==> src/rtl/serial_frame_pkg.sv <==
// Shared framing constants and FSM state encoding for the serial transmit/receive pair.
// No logic and no latency; both ends import these so the line levels stay in agreement.
package serial_frame_pkg;

   typedef enum logic [2:0] {
      ST_IDLE   = 3'd0,
      ST_START  = 3'd1,
      ST_DATA   = 3'd2,
      ST_PARITY = 3'd3,
      ST_STOP   = 3'd4
   } state_t;

   localparam logic START_LEVEL = 1'b1;
   localparam logic STOP_LEVEL  = 1'b0;

endpackage

==> src/rtl/serial_frame_shreg.sv <==
// Loadable WIDTH-bit shift register with a serial-out tap; shifts toward the tap by one bit per shift_i.
// The load takes effect at the next edge; load wins over shift; there is no backpressure.
module serial_frame_shreg #(
   parameter int WIDTH     = 8,
   parameter bit MSB_FIRST = 1'b1
) (
   input  logic             clk,
   input  logic             rst,
   input  logic             load_i,
   input  logic [WIDTH-1:0] load_dat_i,
   input  logic             shift_i,
   input  logic             ser_i,
   output logic             ser_o
);

   logic [WIDTH-1:0] sh_q, sh_d;

   always_comb begin
      sh_d = sh_q;
      if (load_i) begin
         sh_d = load_dat_i;
      end else if (shift_i) begin
         sh_d = MSB_FIRST ? {sh_q[WIDTH-2:0], ser_i} : {ser_i, sh_q[WIDTH-1:1]};
      end
   end

   always_ff @(posedge clk) begin
      if (rst) begin
         sh_q <= '0;
      end else begin
         sh_q <= sh_d;
      end
   end

   assign ser_o = MSB_FIRST ? sh_q[WIDTH-1] : sh_q[0];

endmodule

==> src/rtl/serial_frame_tx.sv <==
// Frames a WIDTH-bit word as start/data/(parity)/stop, one bit per clock; the start bit shows one cycle after accept.
// tx_ready is high only in IDLE and STOP; SERIAL_FRAME_TX_PARITY_EN inserts an even-parity bit before the stop bit.
module serial_frame_tx
   import serial_frame_pkg::*;
#(
   parameter int WIDTH     = 8,
   parameter bit MSB_FIRST = 1'b1
) (
   input  logic             clk,
   input  logic             rst,
   input  logic [WIDTH-1:0] tx_data,
   input  logic             tx_valid,
   output logic             tx_ready,
   output logic             ser_out,
   output logic             frame_act,
   output logic             done
);

   localparam int CW = $clog2(WIDTH + 1);
   localparam logic [CW-1:0] LAST_BIT = CW'(WIDTH - 1);

   state_t          state_q, state_d;
   logic [CW-1:0]   cnt_q, cnt_d;
   logic            ser_out_q, ser_out_d;
   logic            frame_act_q, frame_act_d;
   logic            done_q, done_d;
   logic            tx_ready_q, tx_ready_d;
   logic            accept;
   logic            shift;
   logic            tap;
`ifdef SERIAL_FRAME_TX_PARITY_EN
   logic            parity_q, parity_d;
`endif

   assign accept = tx_valid && tx_ready_q;
   // Every cycle that will display a data bit consumes the tap and advances the register.
   assign shift  = (state_d == ST_DATA);

   serial_frame_shreg #(
      .WIDTH     (WIDTH),
      .MSB_FIRST (MSB_FIRST)
   ) u_shreg (
      .clk        (clk),
      .rst        (rst),
      .load_i     (accept),
      .load_dat_i (tx_data),
      .shift_i    (shift),
      .ser_i      (1'b0),
      .ser_o      (tap)
   );

   always_ff @(posedge clk) begin
      if (rst) begin
         state_q     <= ST_IDLE;
         cnt_q       <= '0;
         ser_out_q   <= 1'b0;
         frame_act_q <= 1'b0;
         done_q      <= 1'b0;
         tx_ready_q  <= 1'b1;
      end else begin
         state_q     <= state_d;
         cnt_q       <= cnt_d;
         ser_out_q   <= ser_out_d;
         frame_act_q <= frame_act_d;
         done_q      <= done_d;
         tx_ready_q  <= tx_ready_d;
      end
   end

`ifdef SERIAL_FRAME_TX_PARITY_EN
   assign parity_d = accept ? ^tx_data : parity_q;

   always_ff @(posedge clk) begin
      if (rst) begin
         parity_q <= 1'b0;
      end else begin
         parity_q <= parity_d;
      end
   end
`endif

   always_comb begin
      state_d = state_q;
      cnt_d   = (state_q == ST_DATA) ? cnt_q + 1'b1 : '0;
      case (state_q)
         ST_IDLE:  if (accept) state_d = ST_START;
         ST_START: state_d = ST_DATA;
         ST_DATA: begin
            if (cnt_q == LAST_BIT) begin
`ifdef SERIAL_FRAME_TX_PARITY_EN
               state_d = ST_PARITY;
`else
               state_d = ST_STOP;
`endif
            end
         end
`ifdef SERIAL_FRAME_TX_PARITY_EN
         ST_PARITY: state_d = ST_STOP;
`endif
         ST_STOP:  state_d = accept ? ST_START : ST_IDLE;
         default:  state_d = ST_IDLE;
      endcase
   end

   // Outputs are decoded from the next state and registered, so they line up with state_q.
   always_comb begin
      ser_out_d   = 1'b0;
      frame_act_d = 1'b1;
      done_d      = 1'b0;
      tx_ready_d  = 1'b0;
      case (state_d)
         ST_START: ser_out_d = START_LEVEL;
         ST_DATA:  ser_out_d = tap;
`ifdef SERIAL_FRAME_TX_PARITY_EN
         ST_PARITY: ser_out_d = parity_q;
`endif
         ST_STOP: begin
            ser_out_d  = STOP_LEVEL;
            done_d     = 1'b1;
            tx_ready_d = 1'b1;
         end
         default: begin
            frame_act_d = 1'b0;
            tx_ready_d  = 1'b1;
         end
      endcase
   end

   assign tx_ready  = tx_ready_q;
   assign ser_out   = ser_out_q;
   assign frame_act = frame_act_q;
   assign done      = done_q;

endmodule

==> config.mk <==
export PLATFORM = sky130hd
export DESIGN_NAME = serial_frame_tx
export DESIGN_NICKNAME = d
export VERILOG_FILES = /design/src/rtl/serial_frame_pkg.sv /design/src/rtl/serial_frame_shreg.sv /design/src/rtl/serial_frame_tx.sv
export SDC_FILE = /design/constraint.sdc
export NUM_CORES = 1
export LEC_CHECK = 0
export CAP_MARGIN = 20
export CORE_UTILIZATION = 45
export CTS_CLUSTER_SIZE = 16
export DETAILED_ROUTE_END_ITERATION = 8
export GPL_TIMING_DRIVEN = 0
export PLACE_DENSITY_LB_ADDON = 0.05
export SYNTH_ARGS = -nofsm -noshare
export SYNTH_HDL_FRONTEND = slang
export SYNTH_SLANG_ARGS = --single-unit
==> constraint.sdc <==
create_clock -name clk -period 1.7 [get_ports clk]
set_input_delay 0.34 -clock clk [delete_from_list [all_inputs] [get_ports clk]]
set_output_delay 0.34 -clock clk [all_outputs]
set_load 0.005 [all_outputs]
==> flow_summary.json <==
{
  "status": "finished clean",
  "synth.most_common_cell": "dfxtp_1",
  "p_leak_nw": 0.384,
  "num_vias": 582,
  "placementRows": 14,
  "synth_edf_count": 0,
  "holdCritStartpoint": "cnt_q[0]",
  "wl_per_cell_um": 12.2,
  "synth_flop_cell": "dfxtp_1",
  "power_density_nw_per_um2": 952,
  "fp.dieH_um": 42.7,
  "cts.sinks": 19,
  "endpoint_kind": "flop",
  "ctsHoldBuffers": 0,
  "tightest_slew_ps": 466,
  "irDropWorstVdd_v": 0.000664,
  "max-cap-violations": 0,
  "hp-class": "flop to flop",
  "core_area_um2": 1520,
  "ctsResizeCount": 0,
  "power_uw": 888,
  "portBuffers": 14,
  "cts_buffers": 3,
  "relSlewSlack": 0.689,
  "drt-vias-per-instance": 5.29,
  "drive_above_1_share": 0.0851,
  "clock_path_buffers": 2,
  "cts-root-buf": "clkbuf_4",
  "finalHoldViolations": 0,
  "ant_nets": 0,
  "crit_buf_inv": 2,
  "cp_max_fo": 10,
  "grt.total_usage": 0.175,
  "crit_path_start_kind": "input port",
  "drt_iter0_drc": 15,
  "die_w_um": 42.7,
  "routed_wl_mm": 1.34,
  "rsz0062_at_grt": "false",
  "finalCritPeriodShare": 0.893,
  "synthCells": 76,
  "period_needed_ps": 1520,
  "grt_antenna_before_repair": 0,
  "grt_first_pass_wirelength_mm": 2.37,
  "setup_viol": 0,
  "cts_post_setup_buffers_inserted": 0,
  "yosys_warnings": 0,
  "htreeDepth": 1,
  "io-pin-count": 15,
  "regToRegStartpoint": "cnt_q[0]",
  "synthesis.area_um2": 747,
  "cp_cell_sequence": "clkdlybuf4s50_1 > nand2_1 > clkbuf_1 > nand3_1 > a21oi_1",
  "crit_slowest_cell": "clkdlybuf4s50_1",
  "synthTopCellsByArea": "dfxtp_1, mux2i_1, nor2_1, a211oi_1, nand3_1",
  "slew_viol_final": 0,
  "synth_seq_cells": 19,
  "grt_max_degree": 11,
  "grt_pass1_vias": 565,
  "dr.pass1.iters": 4,
  "areaGrowthSynthToFinish_pct": 25.0,
  "synth_top_area_frac": 0.509,
  "tritoncts": "done",
  "diodes": 0,
  "criticalPathCategory": "input port to flop",
  "yosys-top-cells-count": "dfxtp_1, nor2_1, a211oi_1, mux2i_1",
  "fmax_mhz": 658,
  "startpoint": "tx_valid",
  "worst_ep_arrival_time_ps": 1740,
  "timing.hold.ws_ps": 453,
  "worstSkewPairLatency_ps": 290,
  "cp_data_required_time_ps": 1920,
  "synthesis.nets": 88,
  "drc_errors": 0,
  "async_flop_share": 0,
  "n_fill_cell": 148,
  "synth_top_cell_by_area": "dfxtp_1",
  "skew_ps": 4.53,
  "grt.overflow.total": 0,
  "cpPeakStageDelay_ps": 420,
  "clkTransAtPathRegs_ps": 100,
  "synth_cell_types": 23,
  "gp_congestion": 0.713,
  "seq_area_frac_synth": 0.509,
  "dpl.hpwl_um": 938,
  "cp_top_family": "buffers and inverters",
  "synth.avg_cell_area_um2": 9.83,
  "die_area_um2": 1830,
  "start_util": 0.490,
  "nNetsFinal": 107
}
==> logic make-up after synthesis <==
family | share of synthesized area
muxes | 0.0938
adders and majority gates | 0.0167
buffers and inverters | 0.0402
and+or+nand+nor | 0.199
DFF | 0.509
xor gates and xnor gates | 0.0235
AOI/OAI and AO/OA | 0.117
==> final timing paths <==
kind	to	slack (ps)	depth (start not counted)
setup / recovery	u_shreg.sh_q[0]	180	5
hold / removal	cnt_q[0]	450	1
setup reg to reg	u_shreg.sh_q[2]	190	6
hold reg to reg	cnt_q[0]	450	1
==> worst register-to-register path: stages, from the launching register on <==
cell	delay [ps]
dfxtp_1	360
ha_1	200
nand3b_1	150
a2bb2oi_2	200
buf_6	180
mux2i_1	210
a211oi_1	90
==> registers in the layout, indices dropped and copies added (netlist names) <==
signal,cells
tx_ready,1
done,1
state_q,3
cnt_q,4
u_shreg.sh_q,8
ser_out,1
frame_act,1
==> cell type report <==
cell class,instances,area (µm²),share of cell area
Tap cell,16,20.0,0.0214
Clock buffer,4,26.3,0.0282
Sequential cell,19,380,0.408
Buffer,4,22.5,0.0241
Timing Repair Buffer,14,140,0.150
Multi-Input combinational cell,51,337,0.361
Inverter,2,7.51,0.00804
==> placed cells by master (no fill, tap or decap) <==
cell and n:
dfxtp_1 19, nor2_1 17, clkdlybuf4s50_1 14, mux2i_1 7
a211oi_1 7, clkbuf_1 4, nand3_1 3, clkbuf_4 3
nand2b_1 2, inv_1 2, a21oi_1 2, nand2_1 1
nor4_1 1, or3_1 1, xnor2_1 1, nand2b_2 1
nor3b_2 1, nand3b_1 1, a2bb2oi_2 1, buf_6 1
xor2_1 1, nor3_1 1, o21ba_2 1, or2b_1 1
ha_1 1
==> per-layer routing <==
| layer | track usage | routed length (µm) | vias up |
|---|---|---|---|
| met5 | 0 | 0 | - |
| met4 | 0.100 | 28 | 0 |
| met3 | 0.0468 | 47 | 4 |
| met2 | 0.264 | 616 | 12 |
| met1 | 0.223 | 651 | 270 |
| li1 | - | - | 296 |
==> per-stage QoR <==
step	setup slack (ps)	std cells	util	cell area [µm²]	TNS (ps)
after CTS	178	110	0.612	933	0
final	181	110	0.612	933	0
after floorplan	373	76	-	747	0
after global placement	-96.4	106	0.595	907	-227
after detailed placement	-107	106	0.595	907	-328
after global routing	49.5	110	0.612	933	0
==> power by group <==
group          switching (mW)  total (mW)  internal (mW)
Sequential             0.0201       0.500          0.480
Clock                   0.133       0.225         0.0913
Combinational          0.0721       0.164         0.0917
Total                   0.226       0.888          0.663
(Power assumes the default switching activity.)
